**config.mk**
```make
export PLATFORM = sky130hd
export DESIGN_NAME = pcs_rx_block_lock
export DESIGN_NICKNAME = d
export VERILOG_FILES = /design/src/rtl/pcs_pkg.sv /design/src/rtl/pcs_rx_block_lock_lane.sv /design/src/rtl/pcs_rx_block_lock.sv
export SDC_FILE = /design/constraint.sdc
export NUM_CORES = 1
export LEC_CHECK = 0
export CORE_MARGIN = 1.5
export CORE_UTILIZATION = 29
export DETAILED_ROUTE_END_ITERATION = 7
export PLACE_DENSITY = 0.51
export REMOVE_ABC_BUFFERS = 1
export SYNTH_ARGS = -nofsm -noshare
export SYNTH_HDL_FRONTEND = slang
export SYNTH_SLANG_ARGS = --single-unit
```
**constraint.sdc**
```tcl
create_clock -name xver_rx_clk -period 2.46 [get_ports xver_rx_clk]
set_clock_uncertainty 0.15 [all_clocks]
set_input_delay 0.369 -clock xver_rx_clk [delete_from_list [all_inputs] [get_ports xver_rx_clk]]
set_output_delay 0.369 -clock xver_rx_clk [all_outputs]
set_load 0.01 [all_outputs]
```
**src/rtl/pcs_pkg.sv**
```systemverilog
// Shared definitions for the 64b/66b receive block synchroniser.
//   HDR_DATA / HDR_CTRL : the two legal sync-header values
//   lock_state_e        : per-lane block-lock FSM states
//   hdr_valid()         : 1 when a sync header is one of the legal values
package pcs_pkg;

  localparam logic [1:0] HDR_DATA = 2'b01;
  localparam logic [1:0] HDR_CTRL = 2'b10;

  typedef enum logic [1:0] {
    LOCK_INIT,
    TEST_SH,
    SLIP_WAIT
  } lock_state_e;

  function automatic logic hdr_valid(input logic [1:0] hdr);
    return (hdr == HDR_DATA) || (hdr == HDR_CTRL);
  endfunction

endpackage

```
**src/rtl/pcs_rx_block_lock_lane.sv**
```systemverilog
// One lane of the receive block synchroniser: lock FSM, hi-BER monitor and
// saturating invalid-header counter. All outputs are registered.
//   clk, rst_n      : receive clock, async active-low reset
//   header, hdr_vld : sync header from the gearbox and its valid strobe
//   clear_counters  : synchronous clear of err_count (wins over increment)
//   slip            : one-cycle gearbox slip request
//   block_lock      : lane is block-locked
//   hi_ber          : too many invalid headers in the current BER window
//   err_count       : saturating count of evaluated invalid headers
module pcs_rx_block_lock_lane
  import pcs_pkg::*;
#(
  parameter int LOCK_COUNT    = 64,
  parameter int INVALID_LIMIT = 16,
  parameter int SLIP_CYCLES   = 32,
  parameter int BER_WINDOW    = 20000,
  parameter int BER_LIMIT     = 16
) (
  input  logic       clk,
  input  logic       rst_n,
  input  logic [1:0] header,
  input  logic       hdr_vld,
  input  logic       clear_counters,
  output logic       slip,
  output logic       block_lock,
  output logic       hi_ber,
  output logic [7:0] err_count
);

  localparam int SH_W  = $clog2(LOCK_COUNT + 1);
  localparam int INV_W = $clog2(INVALID_LIMIT + 1);
  localparam int WIN_W = $clog2(BER_WINDOW);
  localparam int BER_W = $clog2(BER_LIMIT + 1);

  lock_state_e      state_q, state_d;
  logic [SH_W-1:0]  sh_q, sh_d, sh_inc;
  logic [INV_W-1:0] inv_q, inv_d, inv_inc;
  logic [7:0]       wait_q, wait_d;
  logic [WIN_W-1:0] win_q, win_d;
  logic [BER_W-1:0] ber_q, ber_d, ber_inc;
  logic             lock_d, slip_d, hi_ber_d, lose_lock;
  logic             bad, evaluate;
  logic [7:0]       err_d;

  always_comb begin
    bad      = ~hdr_valid(header);
    evaluate = hdr_vld & (state_q == TEST_SH);
    sh_inc   = sh_q + SH_W'(1);
    inv_inc  = inv_q + INV_W'(bad);

    state_d   = state_q;
    sh_d      = sh_q;
    inv_d     = inv_q;
    wait_d    = wait_q;
    lock_d    = block_lock;
    slip_d    = 1'b0;
    lose_lock = 1'b0;

    case (state_q)
      LOCK_INIT: begin
        sh_d    = '0;
        inv_d   = '0;
        state_d = TEST_SH;
      end
      TEST_SH: begin
        if (hdr_vld) begin
          if (!block_lock) begin
            // While hunting, any bad header means the boundary is wrong.
            if (bad) begin
              slip_d  = 1'b1;
              wait_d  = '0;
              state_d = SLIP_WAIT;
            end else if (sh_inc == SH_W'(LOCK_COUNT)) begin
              lock_d = 1'b1;
              sh_d   = '0;
              inv_d  = '0;
            end else begin
              sh_d = sh_inc;
            end
          end else begin
            // Loss of lock is checked first so it wins a same-header tie
            // with the end of the LOCK_COUNT window.
            if (inv_inc == INV_W'(INVALID_LIMIT)) begin
              lose_lock = 1'b1;
              lock_d    = 1'b0;
              slip_d    = 1'b1;
              wait_d    = '0;
              state_d   = SLIP_WAIT;
            end else if (sh_inc == SH_W'(LOCK_COUNT)) begin
              sh_d  = '0;
              inv_d = '0;
            end else begin
              sh_d  = sh_inc;
              inv_d = inv_inc;
            end
          end
        end
      end
      SLIP_WAIT: begin
        // Counts every clock from the slip pulse, independent of hdr_vld.
        if (wait_q == 8'(SLIP_CYCLES - 1)) state_d = LOCK_INIT;
        else                                wait_d  = wait_q + 8'd1;
      end
      default: state_d = LOCK_INIT;
    endcase
  end

  // Hi-BER: window runs only while locked; the header on the last window
  // cycle still counts towards that window's verdict.
  always_comb begin
    ber_inc  = (ber_q == BER_W'(BER_LIMIT)) ? ber_q : ber_q + BER_W'(evaluate & bad);
    win_d    = win_q;
    ber_d    = ber_q;
    hi_ber_d = hi_ber;
    if (lose_lock || !block_lock) begin
      win_d    = '0;
      ber_d    = '0;
      hi_ber_d = 1'b0;
    end else if (win_q == WIN_W'(BER_WINDOW - 1)) begin
      win_d    = '0;
      ber_d    = '0;
      hi_ber_d = (ber_inc == BER_W'(BER_LIMIT));
    end else begin
      win_d = win_q + WIN_W'(1);
      ber_d = ber_inc;
      if (ber_inc == BER_W'(BER_LIMIT)) hi_ber_d = 1'b1;
    end
  end

  always_comb begin
    err_d = err_count;
    if (clear_counters)
      err_d = '0;
    else if (hdr_vld && bad && state_q != SLIP_WAIT && err_count != 8'hFF)
      err_d = err_count + 8'd1;
  end

  always_ff @(posedge clk or negedge rst_n) begin
    if (!rst_n) begin
      state_q    <= LOCK_INIT;
      sh_q       <= '0;
      inv_q      <= '0;
      wait_q     <= '0;
      win_q      <= '0;
      ber_q      <= '0;
      slip       <= 1'b0;
      block_lock <= 1'b0;
      hi_ber     <= 1'b0;
      err_count  <= '0;
    end else begin
      state_q    <= state_d;
      sh_q       <= sh_d;
      inv_q      <= inv_d;
      wait_q     <= wait_d;
      win_q      <= win_d;
      ber_q      <= ber_d;
      slip       <= slip_d;
      block_lock <= lock_d;
      hi_ber     <= hi_ber_d;
      err_count  <= err_d;
    end
  end

endmodule

```
**src/rtl/pcs_rx_block_lock.sv**
```systemverilog
// Multi-lane 64b/66b receive block synchroniser. Slices the gearbox buses
// into independent lanes and reduces per-lane status into link-up.
//   xver_rx_clk, i_rx_reset_n : clock, async active-low reset
//   i_rx_header               : 2 bits per lane, lane n at [2n+1:2n]
//   i_rx_gearbox_valid        : per-lane header valid
//   i_clear_counters          : clears all error counters
//   o_rx_gearbox_slip         : per-lane one-cycle slip request
//   o_block_lock, o_hi_ber    : per-lane status
//   o_err_count               : 8 bits per lane, saturating
//   o_link_up                 : all lanes locked and none in hi-BER (one cycle later)
module pcs_rx_block_lock #(
  parameter int NUM_LANES     = 1,
  parameter int LOCK_COUNT    = 64,
  parameter int INVALID_LIMIT = 16,
  parameter int SLIP_WAIT     = 32,
  parameter int BER_WINDOW    = 20000,
  parameter int BER_LIMIT     = 16
) (
  input  logic                   xver_rx_clk,
  input  logic                   i_rx_reset_n,
  input  logic [2*NUM_LANES-1:0] i_rx_header,
  input  logic [NUM_LANES-1:0]   i_rx_gearbox_valid,
  input  logic                   i_clear_counters,
  output logic [NUM_LANES-1:0]   o_rx_gearbox_slip,
  output logic [NUM_LANES-1:0]   o_block_lock,
  output logic [NUM_LANES-1:0]   o_hi_ber,
  output logic [8*NUM_LANES-1:0] o_err_count,
  output logic                   o_link_up
);

  logic [NUM_LANES-1:0] lane_ok;

  for (genvar g = 0; g < NUM_LANES; g++) begin : g_lane
    pcs_rx_block_lock_lane #(
      .LOCK_COUNT   (LOCK_COUNT),
      .INVALID_LIMIT(INVALID_LIMIT),
      .SLIP_CYCLES  (SLIP_WAIT),
      .BER_WINDOW   (BER_WINDOW),
      .BER_LIMIT    (BER_LIMIT)
    ) u_lane (
      .clk           (xver_rx_clk),
      .rst_n         (i_rx_reset_n),
      .header        (i_rx_header[2*g +: 2]),
      .hdr_vld       (i_rx_gearbox_valid[g]),
      .clear_counters(i_clear_counters),
      .slip          (o_rx_gearbox_slip[g]),
      .block_lock    (o_block_lock[g]),
      .hi_ber        (o_hi_ber[g]),
      .err_count     (o_err_count[8*g +: 8])
    );
  end

  assign lane_ok = o_block_lock & ~o_hi_ber;

  always_ff @(posedge xver_rx_clk or negedge i_rx_reset_n) begin
    if (!i_rx_reset_n) o_link_up <= 1'b0;
    else               o_link_up <= &lane_ok;
  end

endmodule

```
-- Word level (Yosys, flattened, before mapping)
Index checks and enable logic that the tools add are counted.
- add/sub/neg operators: 6
- reductions and logical operators: 16
- bitwise operators: 5
- muxes and demuxes: 47
- eq/ne operators: 20
- operators with widths (cell ; count):
    $mux 8 ; 7
    $mux 5 ; 9
    $mux 7 ; 5
    $mux 15 ; 2
    $add 8x1->8 const B ; 2
    $pmux 8 s2 ; 1
    $add 15x1->15 const B ; 1
    $eq 15x15->1 const B ; 1
    $eq 5x5->1 const B ; 3
    $mux 1 ; 15
    $pmux 7 s2 ; 1
    $mux 2 ; 5
    $pmux 5 s2 ; 1
    $reduce_and 5->1 ; 2
    $eq 8x5->1 const B ; 1
    $ne 8x8->1 const B ; 1
    $reduce_and 4->1 ; 2
    $add 7x1->7 const B ; 1
    $eq 7x7->1 const B ; 1
    $ne 2x2->1 const B ; 3
    $ne 3x2->1 const B ; 2
    $ne 3x3->1 const B ; 2
    $pmux 2 s3 ; 1
    $reduce_bool 2->1 ; 3
    other kinds (14) ; 22
- flip-flop bits (word level): 54
- word-level logic and storage cells: 105
- input bits: 6

-- Depth between registers and ports, before layout
- word-level depth: 11
- mapped depth: 10
- mapped depth without buffers: 10

-- Hierarchy
From an unflattened synthesis, not the netlist that was laid out.
- cells, all modules: 294
- area total of the unflattened synthesis: 2821.5 um2
- by module, submodules not included (module ; area each (um2) ; cells each ; times used):
    pcs_rx_block_lock_lane ; 2782.7 ; 292 ; 1
    pcs_rx_block_lock ; 38.8 ; 2 ; 1

-- Worst setup path after synthesis
Ideal clock, no wire load.
- kind: in2reg
- start: input port i_rx_header[0]
- end: register g_lane[0].u_lane.sh_q[6]
- data arrival time: 2.321 ns
- setup time: 0.128 ns
- path slack: -0.138 ns
- cell stages on the path: 10
- buffers on the path: 1
- cells stage by stage: xnor2_1 > ha_1 > ha_1 > xnor2_1 > a2bb2oi_1 > o311a_1 > clkbuf_1 > o21ai_0 > a22oi_1 > o21ai_0
- longest elaborated chain between the ends: 7
- elaborated cells between the ends (all ways): 9
- those cells by class: add/sub: 1; eq/ne: 5; bitwise: 1; reduce/logical: 2
- RTL lines (element ; RTL line ; RTL):
    from (decl) ; pcs_rx_block_lock.sv:21 ; input logic [2*NUM_LANES-1:0] i_rx_header,
    $eq 2x1->1 or $eq 2x2->1 (tied branches) ; pcs_pkg.sv:17 ; return (hdr == HDR_DATA) || (hdr == HDR_CTRL);
    $logic_or 1x1->1 (*) ; pcs_pkg.sv:17 ;
    $not 1->1 ; pcs_rx_block_lock_lane.sv:46 ; bad = ~hdr_valid(header);
    $add 5x1->5 ; pcs_rx_block_lock_lane.sv:49 ; inv_inc = inv_q + INV_W'(bad);
    $eq 5x5->1 ; pcs_rx_block_lock_lane.sv:83 ; if (inv_inc == INV_W'(INVALID_LIMIT)) begin
    $ne 3x3->1 (no source line) ; -- ;
    $reduce_and 4->1 (no source line) (*) ; -- ;
    to (signal assigned) ; pcs_rx_block_lock_lane.sv:141 ; sh_q <= '0;
    to (signal assigned) ; pcs_rx_block_lock_lane.sv:152 ; sh_q <= sh_d;
    to (decl) ; pcs_rx_block_lock_lane.sv:36 ; logic [SH_W-1:0] sh_q, sh_d, sh_inc;
Every way passes the cells marked *; elsewhere a longest branch is shown, timed or not.
A chain may end at the register's enable or synchronous reset.

-- Worst setup path in the final report
- start: register g_lane[0].u_lane.sh_q[1]
- end: register g_lane[0].u_lane.inv_q[1]
- longest elaborated chain between the ends: 7
- elaborated cells between the ends (all ways): 9
- those cells by class: add/sub: 1; eq/ne: 2; mux: 5; reduce/logical: 1
- RTL lines (element ; RTL line ; RTL):
    $add 7x1->7 (*) ; pcs_rx_block_lock_lane.sv:48 ; sh_inc = sh_q + SH_W'(1);
    $eq 7x7->1 (*) ; pcs_rx_block_lock_lane.sv:73, pcs_rx_block_lock_lane.sv:89 ;
    $mux 5 ; pcs_rx_block_lock_lane.sv:89 ; end else if (sh_inc == SH_W'(LOCK_COUNT)) begin
    $mux 5 ; pcs_rx_block_lock_lane.sv:83 ;
    $mux 5 ; pcs_rx_block_lock_lane.sv:67 ; if (!block_lock) begin
    $mux 5 ; pcs_rx_block_lock_lane.sv:66 ; if (hdr_vld) begin
    $pmux 5 s2 ; pcs_rx_block_lock_lane.sv:59 ; case (state_q)
    to (signal assigned) ; pcs_rx_block_lock_lane.sv:153 ; inv_q <= inv_d;
    to (decl) ; pcs_rx_block_lock_lane.sv:37 ; logic [INV_W-1:0] inv_q, inv_d, inv_inc;
Every way passes the cells marked *; elsewhere a longest branch is shown, timed or not. The select of a mux whose other input is x is not followed.

==> qor.csv <==
stage,metric,value,unit
run_status,outcome,completed,
logic_synthesis,YS warnings,0,
placement,Port Buffer Count,17,
detailed_routing,DR WL/cell,12.31,um
timing,Final Max Tran Viols,0,
global_route,largest net degree at the start of global routing,29,
clocking,CTS tree,yes,
clocking,CTS Buf Count,5,
finish,share of cells above drive strength 1,15.41,%
finish,filler cell count,1015,
clocking,post-CTS setup buffer count,0,
logic_synthesis,Post-synth ARST share,100.0,%
timing,f_max,419.7,MHz
detailed_routing,antenna violation net count after detailed routing,0,
worst_setup_path,"Arr. time, crit path",2.47,ns
global_route,GRT Resource Usage Total,12.42,%
detailed_routing,Post-Route WL,6031,um
worst_setup_path,CP max FO,5,
logic_synthesis,post-synth top area cell,dfrtp_1,
logic_synthesis,Main synth FF type,dfrtp_1,
placement,post-DP HPWL,4342,um
global_route,vias in the first global route,2219,
clocking,Worst-Skew Late Latency,0.31,ns
worst_setup_path,Crit Path Category,reg2reg,
timing,RSZ-0062 raised after global routing,true,
worst_setup_path,Worst Path Required,2.55,ns
worst_setup_path,CP Launch Point,g_lane[0].u_lane.sh_q[1],
global_route,total congestion overflow,0,
timing,Slew @ Worst Pin,0.6344,ns
detailed_routing,DR iter-0 viols,68,
finish,post-route insts no fill,490,
worst_setup_path,startpoint types,flip-flop,
min_path,Hold WC Path Type,reg2reg,
floorplanning,I/O pin count,18,
clocking,Worst-path clk slew,0.10,ns
finish,n_diodes,0,
placement,RD Place Congestion,0.8127,
clocking,CTS sink cnt,54,
timing,Worst slew margin,57.71,%
global_route,initial antenna violation count,0,
floorplanning,Core Region,0.009729,mm^2
logic_synthesis,Synth top area share,46.53,%
global_route,first-pass GRT wire length,10480,um
floorplanning,std cell rows,36,
logic_synthesis,sequential area share after synthesis,46.53,%
floorplanning,initial core utilization,29.85,%
finish,Final nets,370,
worst_setup_path,critical path endpoint category,flip-flop,
clocking,Root Driver,clkbuf_8,
clocking,clk buf depth,2,
logic_synthesis,"EDFF count, synth",0,
finish,P&R area growth vs syn,23.96,%
clocking,H-tree depth,2,
floorplanning,chip width,103.1,um
detailed_routing,DRT Pass-1 Iters,4,
logic_synthesis,post-synthesis cell area,0.002904,mm^2
floorplanning,Die Footprint,0.01062,mm^2
floorplanning,die height,103.1,um
timing,final hold vios,0,
logic_synthesis,synth unique cells,50,
logic_synthesis,#FFs+latches synth,54,
timing,setup TNS,0,ns
logic_synthesis,Post-Synthesis Cells,309,
logic_synthesis,main area contributors after synthesis,"dfrtp_1 47%, nor2_1 5.6%, xor2_1 4.2%",
detailed_routing,drt drc,0,
timing,setup violators final,0,
logic_synthesis,Post-Syn Area per Cell,9.398,um^2
job,max cap viols,0,
detailed_routing,Via density,4.733,
timing,Final min period,2.383,ns
power_and_ir_drop,pwr dens,523.2,mW/mm^2
timing,period utilisation layout,96.85,%
power_and_ir_drop,overall power,1.883,mW
power_and_ir_drop,Peak VDD IR,0.2246,mV
detailed_routing,Via Count,2319,
placement,placed cell count,481,
min_path,Hold Path Origin,g_lane[0].u_lane.win_q[0],
worst_setup_path,r2r startpoint,g_lane[0].u_lane.sh_q[1],
finish,fin util,37.00,%
power_and_ir_drop,LEAKAGE,1.574,nW
-- flip-flops by register name, indices dropped and copies added, names as in the netlist --
signal	count
g_lane.u_lane.hi_ber	1
g_lane.u_lane.sh_q	7
g_lane.u_lane.ber_q	5
g_lane.u_lane.slip	1
o_link_up	1
g_lane.u_lane.block_lock	1
g_lane.u_lane.wait_q	8
g_lane.u_lane.inv_q	5
g_lane.u_lane.win_q	15
g_lane.u_lane.err_count	8
g_lane.u_lane.state_q	2
-- stage by stage --
stage | setup WS (ns) | hold WS, ns | cell area (um^2)
after global placement | -0.4162 | 0.2942 | 3428
final | 0.07742 | 0.3416 | 3600
after CTS | 0.03142 | 0.3515 | 3588
after detailed placement | -0.4553 | 0.2794 | 3428
after global routing | -0.03243 | 0.3606 | 3600
after floorplan | -0.1984 | -0.07659 | 2867
-- path summary, 6_finish.rpt --
kind                            cells after the start                         to  slack (ns)
worst max register to register                      7  g_lane[0].u_lane.inv_q[1]        0.08
min in group asynchronous                           2  g_lane[0].u_lane.win_q[9]        0.45
worst min register to register                      1  g_lane[0].u_lane.win_q[0]        0.34
worst min-delay path                                1  g_lane[0].u_lane.win_q[0]        0.34
max in group asynchronous                           3   g_lane[0].u_lane.sh_q[2]        1.13
worst max-delay path                                7  g_lane[0].u_lane.inv_q[1]        0.08
-- final cells by class --
type | count | area [um^2] | share of cell area (%)
inverters | 15 | 56.30 | 1.564
multi-input cells | 233 | 1528 | 42.44
clock inverters | 3 | 18.77 | 0.5214
clock buffers | 5 | 68.82 | 1.912
repair buffers | 47 | 410.4 | 11.40
flip-flops and latches | 54 | 1351 | 37.54
well taps | 133 | 166.4 | 4.623
-- layer usage --
layer  vias up  part of all wire [%]  global-route usage (%)
met2        22                    48                   20.39
met1      1124                    50                   17.05
met5         -                     0                       0
li1       1168                     -                       -
met4         0                   1.1                   3.846
met3         5                   1.6                   1.627
-- logic make-up after synthesis --
group | Yosys count | synth area share (%)
AND/OR/NAND/NOR | 145 | 25.12
flip-flops | 54 | 46.53
AO/OA/AOI/OAI | 48 | 11.76
XOR/XNOR | 26 | 7.842
buffers and inverters | 22 | 3.231
adder cells (fa/ha/maj) | 8 | 3.447
multiplexers | 6 | 2.068
-- critical path, cell delays in order, from the launching register on --
cell and delay (ns):
dfrtp_1 0.40, ha_2 0.20, xnor2_1 0.12, or4b_4 0.50, a211oi_4 0.40, nand3_4 0.12, a21oi_4 0.22, mux2i_1 0.21
-- synthesized netlist by cell type, types with 2 or more instances --
| master | count |
|---|---|
| o21a_1 | 2 |
| and3_1 | 6 |
| a21oi_1 | 5 |
| o22ai_1 | 3 |
| inv_1 | 15 |
| ha_1 | 8 |
| dfrtp_1 | 54 |
| nor3b_1 | 2 |
| clkbuf_1 | 2 |
| nor2_1 | 43 |
| mux2i_1 | 6 |
| xor2_1 | 14 |
| nor3_1 | 7 |
| nor4b_1 | 2 |
| nand4b_1 | 2 |
| buf_2 | 2 |
| a21o_1 | 2 |
| nand3_1 | 19 |
| nor2b_1 | 5 |
| nand4_1 | 9 |
| and2_1 | 5 |
| a211o_1 | 3 |
| nand2_1 | 31 |
| o21ai_0 | 16 |
| a32o_1 | 2 |
| nand2b_1 | 5 |
| xnor2_1 | 12 |
| a31oi_1 | 4 |
| or3_1 | 2 |
-- report_power, final --
part | internal [mW] | total, mW | switching [mW]
Sequential | 0.934 | 0.975 | 0.0411
Combinational | 0.185 | 0.402 | 0.217
Clock | 0.201 | 0.506 | 0.305
Total | 1.32 | 1.88 | 0.563
-- layout by cell type (no fill, tap or decap), types with 3 or more instances in the layout --
cell type / count
buf_4: 26
a21oi_1: 5
clkbuf_8: 5
o22ai_1: 3
nand3_1: 18
mux2i_1: 6
nor3_1: 7
dfrtp_1: 54
clkdlybuf4s50_1: 14
o21ai_0: 16
xor2_1: 14
nor2b_1: 4
and3_1: 6
nand2_1: 31
a211o_1: 3
nand4_1: 9
nand2b_1: 5
xnor2_1: 11
and2_1: 5
inv_1: 15
ha_1: 5
a31oi_1: 4
nor2_1: 43
-- repair_timing --
item / in CTS / in global routing
hold buffers: 1 / 0
gates resized for setup: 12 / 3
endpoints found under the hold margin: 26 / 0
setup endpoints to repair: 31 / 12
pin swaps: 3 / 8
Note: power is estimated with default switching activity, not from simulation.
